--- config.mk ---
export PLATFORM = sky130hd
export DESIGN_NAME = fft_frame_packer
export DESIGN_NICKNAME = d
export VERILOG_FILES = /design/src/rtl/fft_pkg.sv /design/src/rtl/fft_frame_packer.sv
export SDC_FILE = /design/constraint.sdc
export NUM_CORES = 1
export LEC_CHECK = 0
export ABC_CLOCK_PERIOD_IN_PS = 10200
export CORE_MARGIN = 2
export CORE_UTILIZATION = 30
export CTS_CLUSTER_DIAMETER = 120
export DETAILED_ROUTE_END_ITERATION = 12
export PLACE_DENSITY = 0.5
export SETUP_SLACK_MARGIN = 0.02
export SYNTH_ARGS = -nofsm -noshare
export SYNTH_HDL_FRONTEND = slang
export SYNTH_SLANG_ARGS = --single-unit
--- constraint.sdc ---
create_clock -name clk -period 10.2 [get_ports clk]
set_clock_uncertainty 0.2 [all_clocks]
set_input_delay 3.06 -clock clk [delete_from_list [all_inputs] [get_ports clk]]
set_output_delay 3.06 -clock clk [all_outputs]
set_load 0.01 [all_outputs]
--- src/rtl/fft_pkg.sv ---
// Shared constants, sample type and slot layout helper for the 8-point FFT datapath.
package fft_pkg;

  localparam int unsigned FFT_LEN      = 8;
  localparam int unsigned FFT_SAMPLE_W = 16;
  localparam int unsigned FFT_FRAME_W  = 256;

  // Packed so that {re, im} matches the per-slot bit layout of the frame word.
  typedef struct packed {
    logic signed [FFT_SAMPLE_W-1:0] re;
    logic signed [FFT_SAMPLE_W-1:0] im;
  } cplx_t;

  // Bit offset of slot k inside the frame word.
  function automatic int unsigned slot_offset(input int unsigned k);
    return 32 * k;
  endfunction

endpackage

--- src/rtl/fft_frame_packer.sv ---
// Packs eight streamed complex samples into one FFT frame word, strobes enable,
// and regenerates a valid strobe aligned with the FFT's registered output.
module fft_frame_packer
  import fft_pkg::*;
#(
  parameter int unsigned LEN      = FFT_LEN,
  parameter int unsigned SAMPLE_W = FFT_SAMPLE_W,
  parameter int unsigned SCALE    = 0
) (
  input  logic                   clk,
  input  logic                   rst,
  input  logic                   in_valid,
  input  logic                   in_sof,
  input  logic [SAMPLE_W-1:0]    in_re,
  input  logic [SAMPLE_W-1:0]    in_im,
  output logic [FFT_FRAME_W-1:0] d,
  output logic                   enable,
  output logic                   dataout_valid,
  output logic [15:0]            frame_cnt,
  output logic [7:0]             drop_cnt,
  output logic                   err_short
);

  localparam int unsigned CntW = $clog2(LEN);
  localparam logic [CntW-1:0] LastSlot = CntW'(LEN - 1);

  logic [CntW-1:0]        cnt_q, cnt_d;
  logic [FFT_FRAME_W-1:0] collect_q, collect_d;
  logic [FFT_FRAME_W-1:0] d_q, d_d;
  logic                   enable_q, enable_d;
  logic [1:0]             dv_q, dv_d;
  logic [15:0]            frame_cnt_q, frame_cnt_d;
  logic [7:0]             drop_cnt_q, drop_cnt_d;
  logic                   err_q, err_d;

  cplx_t           sample;
  logic [CntW-1:0] slot;
  logic            restart;

  always_comb begin
    sample.re = $signed(in_re) >>> SCALE;
    sample.im = $signed(in_im) >>> SCALE;
  end

  always_comb begin
    cnt_d       = cnt_q;
    collect_d   = collect_q;
    d_d         = d_q;
    enable_d    = 1'b0;
    frame_cnt_d = frame_cnt_q;
    drop_cnt_d  = drop_cnt_q;
    err_d       = 1'b0;
    // Two-stage delay covers FFT input capture plus its dataout register.
    dv_d        = {dv_q[0], enable_q};
    restart     = in_valid && in_sof && (cnt_q != '0);
    slot        = restart ? '0 : cnt_q;

    if (in_valid) begin
      collect_d[slot_offset(32'(slot)) +: $bits(cplx_t)] = sample;
      if (restart) begin
        cnt_d      = CntW'(1);
        err_d      = 1'b1;
        drop_cnt_d = (drop_cnt_q == 8'hFF) ? drop_cnt_q : drop_cnt_q + 8'd1;
      end else if (cnt_q == LastSlot) begin
        // Frame output takes the updated collect word so slot 7 lands on the same edge.
        d_d         = collect_d;
        enable_d    = 1'b1;
        frame_cnt_d = frame_cnt_q + 16'd1;
        cnt_d       = '0;
      end else begin
        cnt_d = cnt_q + CntW'(1);
      end
    end
  end

  always_ff @(posedge clk) begin
    if (rst) begin
      cnt_q       <= '0;
      collect_q   <= '0;
      d_q         <= '0;
      enable_q    <= 1'b0;
      dv_q        <= '0;
      frame_cnt_q <= '0;
      drop_cnt_q  <= '0;
      err_q       <= 1'b0;
    end else begin
      cnt_q       <= cnt_d;
      collect_q   <= collect_d;
      d_q         <= d_d;
      enable_q    <= enable_d;
      dv_q        <= dv_d;
      frame_cnt_q <= frame_cnt_d;
      drop_cnt_q  <= drop_cnt_d;
      err_q       <= err_d;
    end
  end

  assign d             = d_q;
  assign enable        = enable_q;
  assign dataout_valid = dv_q[1];
  assign frame_cnt     = frame_cnt_q;
  assign drop_cnt      = drop_cnt_q;
  assign err_short     = err_q;

endmodule

**Yosys cells after proc, flatten, opt, wreduce, memory -nomap -nowiden**

Index checks and enable logic that the tools add are counted.

- $add $sub $neg: 4
- Equal/unequal tests: 2
- Shift operators: 2
- Muxes and demuxes: 6
- Bitwise logic cells: 3
- Reduce and logical (&&, ||, !) cells: 7

Operator list:

| operator | number |
|---|---|
| $bwmux W256 | 1 |
| $shift A32 B34 Y256 const A | 1 |
| $shiftx A32 B34 Y256 | 1 |
| $neg A8 Y34 | 1 |
| $add A16 B1 Y16 const B | 1 |
| $mux W3 | 3 |
| $add A8 B1 Y8 const B | 1 |
| $eq A8 B8 Y1 const B | 1 |
| $reduce_and A3 Y1 | 2 |
| $add A3 B1 Y3 const B | 1 |
| $eq A3 B3 Y1 const B | 1 |
| $not A1 Y1 | 3 |
| $reduce_bool A3 Y1 | 1 |
| $reduce_or A3 Y1 | 1 |
| $logic_and A1 B1 Y1 | 2 |
| $mux W1 | 2 |
| $reduce_or A2 Y1 | 1 |

- Bits in registers: 543
- Input port bits: 36
- Output and inout port bits: 283
- Logic and storage cells: 32

**Depth between registers and ports, before layout**

Gate-level depths: netlist of run 1.

- Word-level depth: 6
- Mapped depth: 16
- Gate-level depth less buffers: 11

**Worst setup path before layout of run 1**

Ideal clock, no wire load.

- Path type: input to register
- From: input in_valid
- To: register collect_q[235]
- Library setup time: 70 ps
- Arrival: 5810 ps
- Data required time: 9930 ps
- Setup slack: 4119 ps
- Stages: 13
- Buffers on the path: 4
- Cells stage by stage: buf_2 -> and2_1 -> buf_6 -> a21oi_1 -> clkinv_1 -> clkbuf_1 -> ha_1 -> ha_1 -> or2_2 -> a2111oi_4 -> clkbuf_1 -> nand2_1 -> a21oi_1

- Word-level cells in the longest chain between the ends: 6
- Elaborated cells between the ends (all ways): 7
- Classes of those cells: add/sub: 1; shift: 2; mux: 2; reduce/logical: 2

RTL lines:

| item | RTL line | source |
|---|---|---|
| start, declared | fft_frame_packer.sv:12 | `input logic in_valid,` |
| $logic_and A1 B1 Y1 (2 in series) | fft_frame_packer.sv:55 | `restart = in_valid && in_sof && (cnt_q != '0);` |
| $mux W3 | fft_frame_packer.sv:56 | `slot = restart ? '0 : cnt_q;` |
| $neg A8 Y34 | fft_frame_packer.sv:59 | `collect_d[slot_offset(32'(slot)) +: $bits(cplx_t)] = sample;` |
| $shiftx A32 B34 Y256 or $shift A32 B34 Y256 (tied branches) | fft_frame_packer.sv:59 |  |
| $bwmux W256 | fft_frame_packer.sv:59 |  |
| end signal, assigned | fft_frame_packer.sv:88 | `collect_q <= collect_d;` |
| end, declared | fft_frame_packer.sv:28 | `logic [FFT_FRAME_W-1:0] collect_q, collect_d;` |

Parallel ways exist; a longest one is shown, timed or not.
A chain may end at the register's enable or synchronous reset.

**Final worst setup path of run 1**

- From: input in_valid
- To: register d_q[218], in the netlist d[218]

- Word-level cells in the longest chain between the ends: 6
- Elaborated cells between the ends (all ways): 9
- Classes of those cells: add/sub: 1; shift: 2; mux: 2; bitwise: 1; reduce/logical: 3

RTL lines:

| item | RTL line | source |
|---|---|---|
| $logic_and A1 B1 Y1 (2 in series) | fft_frame_packer.sv:55 |  |
| $mux W3 | fft_frame_packer.sv:56 |  |
| $neg A8 Y34 | fft_frame_packer.sv:59 |  |
| $shiftx A32 B34 Y256 or $shift A32 B34 Y256 (tied branches) | fft_frame_packer.sv:59 |  |
| $bwmux W256 | fft_frame_packer.sv:59 |  |
| end signal, assigned | fft_frame_packer.sv:80 | `d_q <= '0;` |
| end signal, assigned | fft_frame_packer.sv:89 | `d_q <= d_d;` |
| end, declared | fft_frame_packer.sv:29 | `logic [FFT_FRAME_W-1:0] d_q, d_d;` |

Parallel ways exist; a longest one is shown, timed or not.

==> impl_metrics.ini, run 1 <==
[cts]
holdBufCountCts = 0
clk_pin_slew_ns = 0.06
postCtsResizedCells = 0
clock_latency_ns = 0.61
cts_sinks = 543
ctsRootBufferMaster = clkbuf_16
cts_made_buffers = 61
cts_buffer_depth = 3
cts_post_setup_buffers_inserted = 0
cts_tree = done
htreeDepth = 2

[synth]
synth_area_leaders = dfxtp_1 47%, a21oi_1 9.5%, nand2_1 7.1%
yosys.area.top_type = dfxtp_1
ys_warn_count = 0
synthCells = 2691
synthTopCellsByCount = 543 x dfxtp_1, 437 x a21oi_1, 432 x nand2_1
syn_nets = 2735
ys.flop_type = dfxtp_1
syn_area_per_cell_um2 = 8.53
ys_types = 62
synthArstFlopShare_pct = 0
ys_ff_latch = 543
yosysSeqAreaShare_pct = 47.3
netlist_area_um2 = 23000
synth-edff-count = 0
yosysMostFrequentCell = dfxtp_1
synth_top_area_share_pct = 47.3

[die]
row_count = 101
dieArea_um2 = 78800
start_util_pct = 30.3
die_y_um = 281
die_w_um = 281
fp.coreArea_um2 = 75800
ios = 319

[worst_setup_path]
cp_max_fo = 39
worstSetupEndpointType = register
worstPathArrival_ns = 8.10
r2r_cells = 12
critPathKind = primary input to register
cp-start-kind = primary input
cp.required_ns = 10.46

[placement]
routabilityCongestion = 0.810
place_area_um2 = 26400
dp.cells = 3722
place_hpwl_um = 53200
post-place-ws_ns = 1.79
io_buffers = 318

[global_route]
grt-ovfl-total = 0
grt.total_usage_pct = 20.4
grt_pass1_vias = 19700
grt_pass1_wl_um = 125000
antenna_found_initial = 0
grt_max_degree = 203

[sta]
timing.final.crit_period_ns = 7.84
hold_slack_ns = 0.244
worst_pin_slew_ns = 1.28
fin_crit_sh_pct = 76.8
slew_viol_final = 0
rsz0062_at_grt = no
clock.fmax_mhz = 128
hold_viol = 0
finalSetupTns_ns = 0
worst_slack_ns = 2.36
relSlewSlack_pct = 14.7
setup_viol = 0

[route]
dr_total_vias = 21000
drc = 0
viasPerCell = 5.49
ant_nets = 0
dr.first_iter.drc_count = 1784
dr.pass1.iters = 6
wire_per_inst_um = 21.9
drt_wl_total_um = 84100

[power]
p_leak_uw = 0.0105
peakVddDrop_mv = 0.115
power_density_nw_per_um2 = 167

[cells_and_area]
area_delta_synth_final_pct = 23.9
fin_nets = 2851
antenna_cells = 0
fill_cells = 7559
layout-drive-gt1-share_pct = 5.99
fin_area_um2 = 28500
fin_cells = 3833

[job]
maxCapViolations = 0

[status]
status = complete, no violations

[worst_hold_path]
hold_depth = 2
hp-class = register to register
[critical path, cell delays in order]
cell and delay (ns):
clkdlybuf4s50_1 0.99, and2_1 0.66, a21oi_4 0.12, clkinv_1 0.06, buf_4 0.36, ha_1 0.26
ha_1 0.32, nor2b_4 0.13, buf_4 0.42, nand4_2 0.96, o41ai_1 0.71
[per-layer routing]
layer | global-route usage, % | wire length (um) | vias up | part of all wire [%]
met5 | 0 | 0 | - | 0
met4 | 4.92 | 1850 | 0 | 2.2
met3 | 3.18 | 5450 | 104 | 6.5
met2 | 31.4 | 36900 | 805 | 44
met1 | 29.8 | 39900 | 10300 | 47
li1 | - | - | 9860 | -
[area by class of cell]
cell class              instances  area (um^2)  share of cell area (%)
clock buffers                  90         1790                    6.28
multi-input cells            1770        10600                    37.2
clock inverters                21          225                   0.792
inverters                      77          297                    1.04
well taps                     978         1220                    4.30
repair buffers                354         3470                    12.2
flip-flops and latches        543        10900                    38.2
[per-stage QoR]
step	util (%)	total power, uW
floorplan	-	2440
global placement	34.9	2560
detailed placement	34.9	2560
CTS	37.5	4790
global route	37.5	4900
finish	37.5	4740
[path summary, 6_finish.rpt]
kind                                             startpoint             endpoint  slack, ns
worst max-delay path                               in_valid  d[218]$_SDFFE_PP0P_       2.36
worst max register to register        cnt_q[0]$_SDFFE_PP0P_  d[218]$_SDFFE_PP0P_       4.44
worst min-delay path            collect_q[231]$_SDFFE_PP0P_  d[231]$_SDFFE_PP0P_       0.24
worst min register to register  collect_q[231]$_SDFFE_PP0P_  d[231]$_SDFFE_PP0P_       0.24
[flip-flops by register name (all words and copies together) (netlist names)]
register and flops:
cnt_q 3, d 256, frame_cnt 16, enable 1, dv_q 2, collect_q 256
drop_cnt 8, err_short 1
[cell usage in the layout, fill, tap and decap left out, drive strengths merged, types with 4 or more instances in the layout]
cell type / instances
a2111oi: 4
a211oi: 6
a21oi: 437
a221o: 64
a22oi: 32
a31oi: 34
a41o: 32
and3: 69
buf: 37
bufinv: 4
clkbuf: 90
clkdlybuf4s50: 317
clkinv: 14
clkinvlp: 4
dfxtp: 543
ha: 8
inv: 76
mux2i: 96
nand2: 433
nand3: 79
nand4: 36
nor2: 12
nor2b: 39
nor3: 33
o2111ai: 4
o211ai: 5
o21ai: 200
o311a: 32
o31a: 30
o31ai: 6
o41ai: 35
or3: 6
or4: 6
xnor2: 5
[cells by family (layout without fill, tap and decap cells)]
| kind of cell | count (synthesis) | in the layout | synth area share (%) |
|---|---|---|---|
| AO/OA/AOI/OAI | 932 | 932 | 25.6 |
| AND/OR/NAND/NOR | 728 | 728 | 14.9 |
| flip-flops | 543 | 543 | 47.3 |
| buffers and inverters | 378 | 542 | 7.30 |
| multiplexers | 97 | 97 | 4.23 |
| adder cells (fa/ha/maj) | 8 | 8 | 0.436 |
| XOR/XNOR | 5 | 5 | 0.191 |
[power breakdown]
| group | leakage (uW) | total [uW] | internal [uW] | switching (uW) |
|---|---|---|---|---|
| clock | 0.000986 | 2220 | 1310 | 912 |
| combinational | 0.00517 | 370 | 69.1 | 301 |
| sequential | 0.00438 | 2150 | 2140 | 11.6 |
| total | 0.0105 | 4740 | 3510 | 1220 |
No activity file was read; power rests on OpenSTA's default activity.
==> run 2: changes to the inputs <==
- ABC_CLOCK_PERIOD_IN_PS: 10200 -> 7600
- clock period: 10.2 -> 7.6 ns (I/O delays scaled with it)
==> impl_metrics.ini, run 2 (synthesized netlist as in run 1, its figures left out) <==
[placement]
io_buffers = 318
place_hpwl_um = 52900
routabilityCongestion = 0.807

[worst_setup_path]
critPathMaxStageDelay_ns = 0.58
cp-start-kind = primary input
cpMaxStageDelayCell = and2_1
crit_start = in_valid
critical-path-top-delay-family = buffers and inverters
cp_max_fo = 94
worstPathCellList = clkdlybuf4s50_1 > buf_4 > and2_1 > a21oi_4 > clkinv_1 > buf_4 > ha_1 > ha_1 > nor2_1 > buf_4 > nand2_4 > o311a_1 > a41o_1
worst-path-buf-inv = 5
worstPathArrival_ns = 6.31
crit_path_frequent_cell = buf_4
cp.required_ns = 7.91
worstSetupEndpointType = register
reg2reg_from = cnt_q[0]$_SDFFE_PP0P_
critPathKind = primary input to register

[cts]
postCtsResizedCells = 0
holdBufCountCts = 0
cts_tree = done
cts_post_setup_buffers_inserted = 0
cts_made_buffers = 61
cts_sinks = 543
clock_latency_ns = 0.63
ctsRootBufferMaster = clkbuf_16
cts_buffer_depth = 3
clk_pin_slew_ns = 0.06
htreeDepth = 2

[die]
start_util_pct = 30.3
dieArea_um2 = 78800
row_count = 101
die_y_um = 281
ios = 319
die_w_um = 281
fp.coreArea_um2 = 75800

[sta]
timing.final.crit_period_ns = 6.00
fin_crit_sh_pct = 79.0
rsz0062_at_grt = no
relSlewSlack_pct = 9.66
finalSetupTns_ns = 0
slew_viol_final = 0
clock.fmax_mhz = 167
setup_viol = 0
hold_slack_ns = 0.246
worst_pin_slew_ns = 1.36
hold_viol = 0

[global_route]
grt-ovfl-total = 0
use_met1_pct = 30.7
grtUsageMet3_pct = 3.52
busiest_layer = met2
grt_max_degree = 177
grt.total_usage_pct = 21.0
antenna_found_initial = 2
grt_pass1_vias = 20000
grt_pass1_wl_um = 129000
grtUsageMet2_pct = 32.2

[power]
p_leak_uw = 0.0106
power_density_nw_per_um2 = 222
peakVddDrop_mv = 0.173

[cells_and_area]
layout-drive-gt1-share_pct = 5.92
fill_cells = 7635
layout_commonest_cell = dfxtp_1
area_delta_synth_final_pct = 24.1
post-route-util_pct = 37.6
fin_nets = 2858
final_cell_mix = 543 x dfxtp_1, 435 x a21oi_1, 431 x nand2_1

[worst_hold_path]
hp-class = register to register
hold_start = collect_q[115]$_SDFFE_PP0P_

[route]
ant_nets = 0
drc = 0
dr.pass1.iters = 6
dr_total_vias = 21000
drt_wl_total_um = 85400
dr.first_iter.drc_count = 1672
wire_per_inst_um = 22.2
viasPerCell = 5.48

[status]
status = complete, no violations

[job]
maxCapViolations = 0
==> run 2: cell types whose count changed in the layout (fill, tap and decap cells not counted), sizes merged <==
cell | before | now
clkinv | 14 | 6
diode | 0 | 3
clkbuf | 90 | 97
clkinvlp | 4 | 0
buf | 37 | 44
inv | 76 | 78
bufinv | 4 | 2
==> run 2: per-stage QoR <==
stage / total power [uW] / setup WS (ns) / instances / instance area (um^2)
after CTS: 6410 / 1.64 / 3835 / 28500
after detailed placement: 3450 / 0.977 / 3729 / 26500
after global placement: 3440 / 1.03 / 3729 / 26500
final: 6340 / 1.60 / 3838 / 28500
after global routing: 6560 / 1.35 / 3837 / 28500
after floorplan: 3280 / 2.30 / 2691 / 23000
==> run 2: path summary, 6_finish.rpt <==
path | end | slack, ns | depth (start not counted)
worst max-delay path | collect_q[17]$_SDFFE_PP0P_ | 1.60 | 13
worst max register to register | collect_q[17]$_SDFFE_PP0P_ | 2.52 | 13
worst min register to register | d[115]$_SDFFE_PP0P_ | 0.25 | 2
worst min-delay path | d[115]$_SDFFE_PP0P_ | 0.25 | 2
==> run 2: worst min-delay path, delay by kind of cell, from the launching register on <==
kind,cells,cell delay (ns)
AOI/OAI and AO/OA,1,0.05
DFF,1,0.31
and+or+nand+nor,1,0.05
==> run 2: power breakdown <==
| part | internal, uW | switching, uW | leakage (uW) |
|---|---|---|---|
| combinational | 98.0 | 410 | 0.00521 |
| clock | 1730 | 1210 | 0.000972 |
| sequential | 2870 | 15.6 | 0.00438 |
| total | 4700 | 1640 | 0.0106 |
==> run 2: metal layers <==
metal  part of all wire (%)  wire [um]  vias to the layer above
met5                      0          0                        -
met4                    1.7       1410                        0
met3                    5.8       4980                      107
met2                     44      37800                      673
met1                     48      41200                    10400
li1                       -          -                     9882
==> run 2: layout make-up <==
| type | count | area, um^2 | share of cell area [%] |
|---|---|---|---|
| flip-flops and latches | 543 | 10900 | 38.1 |
| clock inverters | 9 | 109 | 0.382 |
| repair buffers | 361 | 3540 | 12.4 |
| inverters | 77 | 297 | 1.04 |
| diodes | 3 | 7.51 | 0.0263 |
| well taps | 978 | 1220 | 4.29 |
| clock buffers | 97 | 1860 | 6.54 |
| multi-input cells | 1770 | 10600 | 37.1 |
